$ cat src/rtl/ahb_dw64_to_dw32_bridge.sv
// AHB-lite 64-bit slave to 32-bit AHB-lite master downsizer.
// 64-bit accesses become two 32-bit NONSEQ beats; narrower accesses pass through as one beat.
module ahb_dw64_to_dw32_bridge #(
    parameter int AW = 32
) (
    input  logic          HCLK,
    input  logic          HRESET,
    input  logic          HSEL,
    input  logic [AW-1:0] HADDR,
    input  logic [1:0]    HTRANS,
    input  logic          HWRITE,
    input  logic [2:0]    HSIZE,
    input  logic [63:0]   HWDATA,
    input  logic          HREADY,
    output logic          HREADYOUT,
    output logic [63:0]   HRDATA,
    output logic          HRESP,
    output logic [AW-1:0] HADDR_M,
    output logic [1:0]    HTRANS_M,
    output logic          HWRITE_M,
    output logic [2:0]    HSIZE_M,
    output logic [31:0]   HWDATA_M,
    input  logic [31:0]   HRDATA_M,
    input  logic          HREADY_M,
    input  logic          HRESP_M,
    output logic [2:0]    dbg_state
);

    typedef enum logic [2:0] {
        ST_IDLE, ST_A0, ST_D0A1, ST_D1, ST_D0, ST_DONE, ST_ERR1, ST_ERR2
    } state_t;

    state_t        state_q, state_d;
    logic [AW-1:0] addr_q;
    logic          write_q;
    logic [2:0]    size_q;
    logic [63:0]   wdata_q;
    logic [63:0]   rdata_q;
    logic          err_q;
    logic [AW-1:0] last_addr_q;
    logic          last_write_q;
    logic [2:0]    last_size_q;
    logic [31:0]   last_wdata_q;
    logic          accept;
    logic          take;
    logic          dbl;
    logic          err_any;
    logic          unused_htrans0;

    // SEQ is treated as NONSEQ, so only HTRANS[1] matters.
    assign accept         = HSEL & HTRANS[1] & HREADY;
    assign dbl            = (size_q == 3'd3);
    assign err_any        = err_q | HRESP_M;
    assign unused_htrans0 = HTRANS[0];
    assign HRDATA         = rdata_q;
    assign dbg_state      = state_q;

    // Downstream address/control hold their last driven values whenever HTRANS_M is IDLE.
    always_comb begin
        state_d   = state_q;
        take      = 1'b0;
        HREADYOUT = 1'b0;
        HRESP     = 1'b0;
        HTRANS_M  = 2'b00;
        HADDR_M   = last_addr_q;
        HWRITE_M  = last_write_q;
        HSIZE_M   = last_size_q;
        HWDATA_M  = last_wdata_q;
        case (state_q)
            ST_IDLE: begin
                HREADYOUT = 1'b1;
                take      = accept;
                if (accept) state_d = ST_A0;
            end
            ST_A0: begin
                HTRANS_M = 2'b10;
                HWRITE_M = write_q;
                HADDR_M  = dbl ? {addr_q[AW-1:3], 3'b000} : addr_q;
                HSIZE_M  = dbl ? 3'b010 : size_q;
                if (HREADY_M) state_d = dbl ? ST_D0A1 : ST_D0;
            end
            ST_D0A1: begin
                HWDATA_M = wdata_q[31:0];
                HTRANS_M = 2'b10;
                HWRITE_M = write_q;
                HADDR_M  = {addr_q[AW-1:3], 3'b100};
                HSIZE_M  = 3'b010;
                if (HREADY_M) state_d = ST_D1;
            end
            ST_D1: begin
                HWDATA_M = wdata_q[63:32];
                if (HREADY_M) state_d = err_any ? ST_ERR1 : ST_DONE;
            end
            ST_D0: begin
                HWDATA_M = addr_q[2] ? wdata_q[63:32] : wdata_q[31:0];
                if (HREADY_M) state_d = err_any ? ST_ERR1 : ST_DONE;
            end
            ST_DONE: begin
                HREADYOUT = 1'b1;
                take      = accept;
                state_d   = accept ? ST_A0 : ST_IDLE;
            end
            ST_ERR1: begin
                HRESP   = 1'b1;
                state_d = ST_ERR2;
            end
            ST_ERR2: begin
                HREADYOUT = 1'b1;
                HRESP     = 1'b1;
                take      = accept;
                state_d   = accept ? ST_A0 : ST_IDLE;
            end
            default: state_d = ST_IDLE;
        endcase
    end

    always_ff @(posedge HCLK) begin
        if (HRESET) begin
            state_q      <= ST_IDLE;
            addr_q       <= '0;
            write_q      <= 1'b0;
            size_q       <= 3'd0;
            wdata_q      <= '0;
            rdata_q      <= '0;
            err_q        <= 1'b0;
            last_addr_q  <= '0;
            last_write_q <= 1'b0;
            last_size_q  <= 3'd0;
            last_wdata_q <= '0;
        end else begin
            state_q      <= state_d;
            last_addr_q  <= HADDR_M;
            last_write_q <= HWRITE_M;
            last_size_q  <= HSIZE_M;
            last_wdata_q <= HWDATA_M;
            if (take) begin
                addr_q  <= HADDR;
                write_q <= HWRITE;
                size_q  <= HSIZE;
                err_q   <= 1'b0;
            end
            // A0 is the upstream data phase, so HWDATA is sampled there until the beat is issued.
            case (state_q)
                ST_A0: wdata_q <= HWDATA;
                ST_D0A1: if (HREADY_M) begin
                    rdata_q[31:0] <= HRDATA_M;
                    err_q         <= err_any;
                end
                ST_D1: if (HREADY_M) begin
                    rdata_q[63:32] <= HRDATA_M;
                    err_q          <= err_any;
                end
                ST_D0: if (HREADY_M) begin
                    rdata_q <= {HRDATA_M, HRDATA_M};
                    err_q   <= err_any;
                end
                default: ;
            endcase
        end
    end

endmodule

$ cat config.mk
export PLATFORM = sky130hd
export DESIGN_NAME = ahb_dw64_to_dw32_bridge
export DESIGN_NICKNAME = d
export VERILOG_FILES = /design/src/rtl/ahb_dw64_to_dw32_bridge.sv
export SDC_FILE = /design/constraint.sdc
export NUM_CORES = 1
export LEC_CHECK = 0
export BUFFER_PORTS_ARGS = -buffer_cell sky130_fd_sc_hd__clkbuf_2
export CORE_UTILIZATION = 40
export CTS_BUF_LIST = sky130_fd_sc_hd__clkbuf_8
export CTS_CLUSTER_DIAMETER = 100
export DETAILED_ROUTE_END_ITERATION = 12
export PLACE_DENSITY = 0.72
export SETUP_SLACK_MARGIN = 0.2
export SLEW_MARGIN = 25
export SYNTH_ARGS = -nofsm -noshare
export SYNTH_HDL_FRONTEND = slang
export SYNTH_SLANG_ARGS = --single-unit
$ cat constraint.sdc
create_clock -name HCLK -period 3.55 [get_ports HCLK]
set_input_delay 0.355 -clock HCLK [delete_from_list [all_inputs] [get_ports HCLK]]
set_output_delay 0.355 -clock HCLK [all_outputs]
set_load 0.01 [all_outputs]
== After elaboration in Yosys (flattened, before gate mapping) ==
Index checks and enable logic that the tools add are counted.
Word-level totals
  register bits after elaboration: 236
  input bits: 140
  logic and storage cells: 67
  output and inout bits: 139
Operators by class
  bitwise gates (word level): 3
  eq/ne operators: 14
  multiplexer cells: 26
  reductions and logical operators: 12
Operators by type and width (count)
  32-bit case mux with 2 select lines: 3
  32-bit case mux with 3 select lines: 1
  32-bit 2-to-1 mux: 2
  64-bit 2-to-1 mux: 1
  3-bit 2-to-1 mux: 7
  3-bit case mux with 6 select lines: 1
  3-bit == test, second input constant: 4
  2-bit != test, second input constant: 5
  3-bit by 2-bit == test with 1-bit output, second input constant: 3
  1-bit 2-to-1 mux: 8
  2-bit OR reduction: 4
  3-bit case mux with 2 select lines: 1
  3-bit AND reduction: 2
  3-bit OR reduction: 2
  2-bit 2-to-1 mux: 2
  4-bit AND reduction: 1
  2-bit nonzero test: 2
  3-bit by 1-bit == test with 1-bit output, second input constant: 1
  3-bit zero test: 1
  1-bit bitwise AND: 2
  2-bit by 1-bit != test with 1-bit output, second input constant: 1
  1-bit bitwise OR: 1

== Logic depth before layout (Yosys ltp) ==
  depth after elaboration: 6
  depth in mapped cells: 7
  mapped depth without buffers: 4

== Least setup slack after synthesis ==
No wires, ideal clock.
  kind: register to output
  start: reg state_q[0], in the netlist dbg_state[0]
  end: out HWDATA_M[10]
  path slack: 1722 ps
  required time: 3195 ps
  arrival time: 1473 ps
  buffers on the path: 2
  cell stages (with the launch flop): 7
  path through: dfxtp_1 > buf_2 > or3b_4 > nand2_2 > buf_6 > o22ai_1 > nor2_1
On the way
  word-level cells in the longest chain between the ends: 2
  elaborated cells between the ends (all ways): 4
  classes of those cells: eq/ne (3); mux (1)
RTL lines
  from (decl): line 33  | state_t state_q, state_d;
  from (signal assigned): line 131  | state_q <= state_d;
  3-bit == test or 3-bit by 2-bit == test with 1-bit output (tied branches): line 69  | case (state_q)
  32-bit case mux with 3 select lines *: line 69
  to (decl): line 22  | output logic [31:0] HWDATA_M,
Mark *: on every way between the ends. The rest lies on a longest branch, timed or not.

== Worst setup path after layout ==
  start: reg state_q[0], in the netlist dbg_state[0]
  end: out HWDATA_M[15]
The elaborated chain is that of the path after synthesis.

==> summary.txt <==
Critical path
  • CP Max Fanout: 29
  • Critical Path AT: 2.65 ns
  • Reg2Reg Capture Point: addr_q[12]
  • Worst r2r path cells: 6
  • Setup crit end kind: output pin
  • Worst setup SP type: register
  • Reg2reg start: dbg_state[0]
  • Flop2flop setup slack: 1.12 ns
  • Data required, critical path: 3.19 ns
  • Worst setup path category: reg2out

CTS
  • Post-CTS sizing: 0
  • Post-CTS setup buffer count: 0
  • Clk sink count: 236
  • CTS tree: built
  • Clock Pin Slew Worst Setup and Hold Paths: 0.06 ns
  • # H-tree levels: 2
  • Buffer depth of the longest clock path: 3
  • Clock root cell: clkbuf_8
  • Clk_lat worst skew: 0.52 ns
  • Cts hold-fix bufs: 0
  • Num CTS Buffers: 41

Floorplan
  • Row cnt: 55
  • Initial Utilization: 41.2%
  • DIE AREA: 24200 µm²
  • Die X-Extent: 156 µm
  • Placeable Area: 22900 µm²
  • IO Count: 279
  • Die Ht: 156 µm

Logic synthesis
  • Ys async rst share: 0%
  • Main flop type after synthesis: dfxtp_1
  • Synth Register Bits: 236
  • Unique masters post-synth: 46
  • Synth Warn #: 0
  • Synth Instances: 1145
  • Syn avg cell area: 8.24 µm²
  • Syn nets: 1285
  • Commonest cells post-synth: 334 x nand2_1, 236 x dfxtp_1, 168 x a21oi_1
  • Top post-synthesis cells by area: dfxtp_1 50%, nand2_1 13%, a21oi_1 8.9%
  • Synth area leader: dfxtp_1
  • Area share of the leading cell type in the synthesized netlist: 50.0%
  • Most frequent cell after synthesis: nand2_1
  • EDFF count, synth: 0
  • Seq/Total Area, Yosys: 50.0%
  • Mapped cell area: 9440 µm²

Run
  • Max_cap viols: 0

Global route
  • Largest net degree at the start of global routing: 107
  • Tot GR Track Use: 21.0%
  • Initial antenna violation count: 3
  • Vias in the first global route: 8236
  • Grt total ovfl: 0
  • First-pass GRT wire length: 41200 µm

Timing
  • Share of the clock period used by the worst path: 84.7%
  • Final Max Slew Viols: 0
  • RSZ-0062 raised after global routing: no
  • Setup TNS: 0 ns
  • Rel. slew slack: 40.1%
  • Final hold vios: 0
  • Setup Skew: 0.0161 ns
  • Final setup vio count: 0
  • Actual slew at the worst max-slew pin: 0.899 ns
  • Highest achievable clock rate: 333 MHz
  • Time the worst path needs with I/O delays and setup: 3.01 ns

Routing
  • Routed vias/inst: 4.99
  • Vias: 8684
  • Pre-antenna DRT Iters: 5
  • DRC: 0
  • Overall routed net length: 26000 µm
  • DR iter-0 viols: 492
  • Antenna viol nets, final: 0
  • Routed wire length per instance: 14.9 µm

Final layout
  • Core Util, Final: 51.8%
  • Layout cell share with drive strength beyond 1: 27.5%
  • Synthesis-to-layout area growth: 25.8%
  • Nets: 1535
  • FILL cells: 2234
  • Ant. Diodes: 0

Placement
  • # port buffers: 276
  • DP HPWL: 16900 µm
  • GP Congestion: 0.770

Pwr
  • Total power draw: 8.33 mW
  • Power per cell area: 702 nW/µm²
  • Leak: 5.08 nW
  • Peak supply drop: 0.000421 V

Min path
  • Hold path depth: 3
  • WHS Endpoint: wdata_q[63]
  • Hold path start: HWDATA[63]
  • Min-Delay Path Class: in2reg

Outcome
  • Outcome: complete, no violations
## cells by family after synthesis
kind of cell    after synthesis  share of synthesized area (%)
compound gates              256                           16.1
xor+xnor                      1                         0.0928
other cells                   1                         0.0397
simple gates                498                           22.0
flops                       236                           50.0
mux                          59                           6.65
buf+inv                      94                           5.10
## routing by layer
metal	up-vias	global-route usage (%)	part of all wire (%)
met5	-	0	0.18
met1	4006	25.1	43
li1	4337	-	-
met3	49	6.06	7.9
met2	286	36.2	47
met4	6	6.96	2.1
## layout by cell type, fill, tap and decap left out, types with 2 or more instances in the layout
cell,n
nand3_1,2
nor3b_1,2
a31oi_1,2
a2bb2oi_1,29
dfxtp_1,234
dfxtp_2,2
nand2_1,333
a22o_1,3
clkinv_2,3
bufinv_16,3
nand2b_1,4
o22ai_1,32
nand2_2,2
buf_4,20
a21oi_1,168
nor2_1,73
a21oi_4,2
nor3_1,34
nor2b_1,36
mux2_2,16
mux2_1,14
o21ai_0,7
clkbuf_8,57
inv_1,15
mux2i_1,29
o21a_1,2
o21ai_2,2
clkbuf_2,275
o22a_1,2
## power breakdown
part / switching [mW] / internal, mW / leakage [nW]
clock network: 1.08 / 1.64 / 0.523
registers: 0.241 / 3.02 / 1.91
logic: 1.47 / 0.880 / 2.65
## registers in the layout, indices dropped and copies added, names as in the netlist
| signal | flops |
|---|---|
| HRDATA | 64 |
| addr_q | 32 |
| dbg_state | 3 |
| err_q | 1 |
| last_addr_q | 32 |
| last_size_q | 3 |
| last_wdata_q | 32 |
| last_write_q | 1 |
| size_q | 3 |
| wdata_q | 64 |
| write_q | 1 |
## worst max-delay path, cell delays in order, from the launching register on
cell      delay (ns)
dfxtp_2         0.66
buf_4           0.42
nor3b_1         0.17
a21oi_1         0.41
o22ai_1         0.18
nor2_1          0.13
clkbuf_2        0.15
## area by class of cell
| type | instances | area (µm²) | area share [%] |
|---|---|---|---|
| clock buffer | 57 | 785 | 6.61 |
| clock inverter | 18 | 154 | 1.30 |
| timing repair buffer | 297 | 1560 | 13.1 |
| inverter | 4 | 15.0 | 0.126 |
| multi-input combinational | 815 | 4250 | 35.8 |
| tap | 313 | 392 | 3.30 |
| sequential | 236 | 4730 | 39.8 |
## worst max-delay path by stage
stage	cells after the start	slack (ns)	end	startpoint
after floorplan	6	1.72	HWDATA_M[10]	dbg_state[0]
final	6	0.54	HWDATA_M[15]	dbg_state[0]
after detailed placement	4	1.07	HADDR_M[21]	dbg_state[0]
after global placement	4	1.08	HADDR_M[10]	dbg_state[0]
after global routing	4	0.35	HADDR_M[9]	dbg_state[0]
after CTS	4	0.48	HADDR_M[21]	dbg_state[0]
## metrics by stage
stage | hold slack [ns] | instance area [µm²] | cells | setup WS, ns
global route | 0.0253 | 11900 | 1740 | 0.352
CTS | 0.00641 | 11900 | 1740 | 0.475
floorplan | 0.432 | 9440 | 1145 | 1.72
global placement | 0.440 | 10900 | 1665 | 1.08
finish | 0.0448 | 11900 | 1740 | 0.543
detailed placement | 0.445 | 10900 | 1665 | 1.07
No activity file was read; power rests on OpenSTA's default activity.
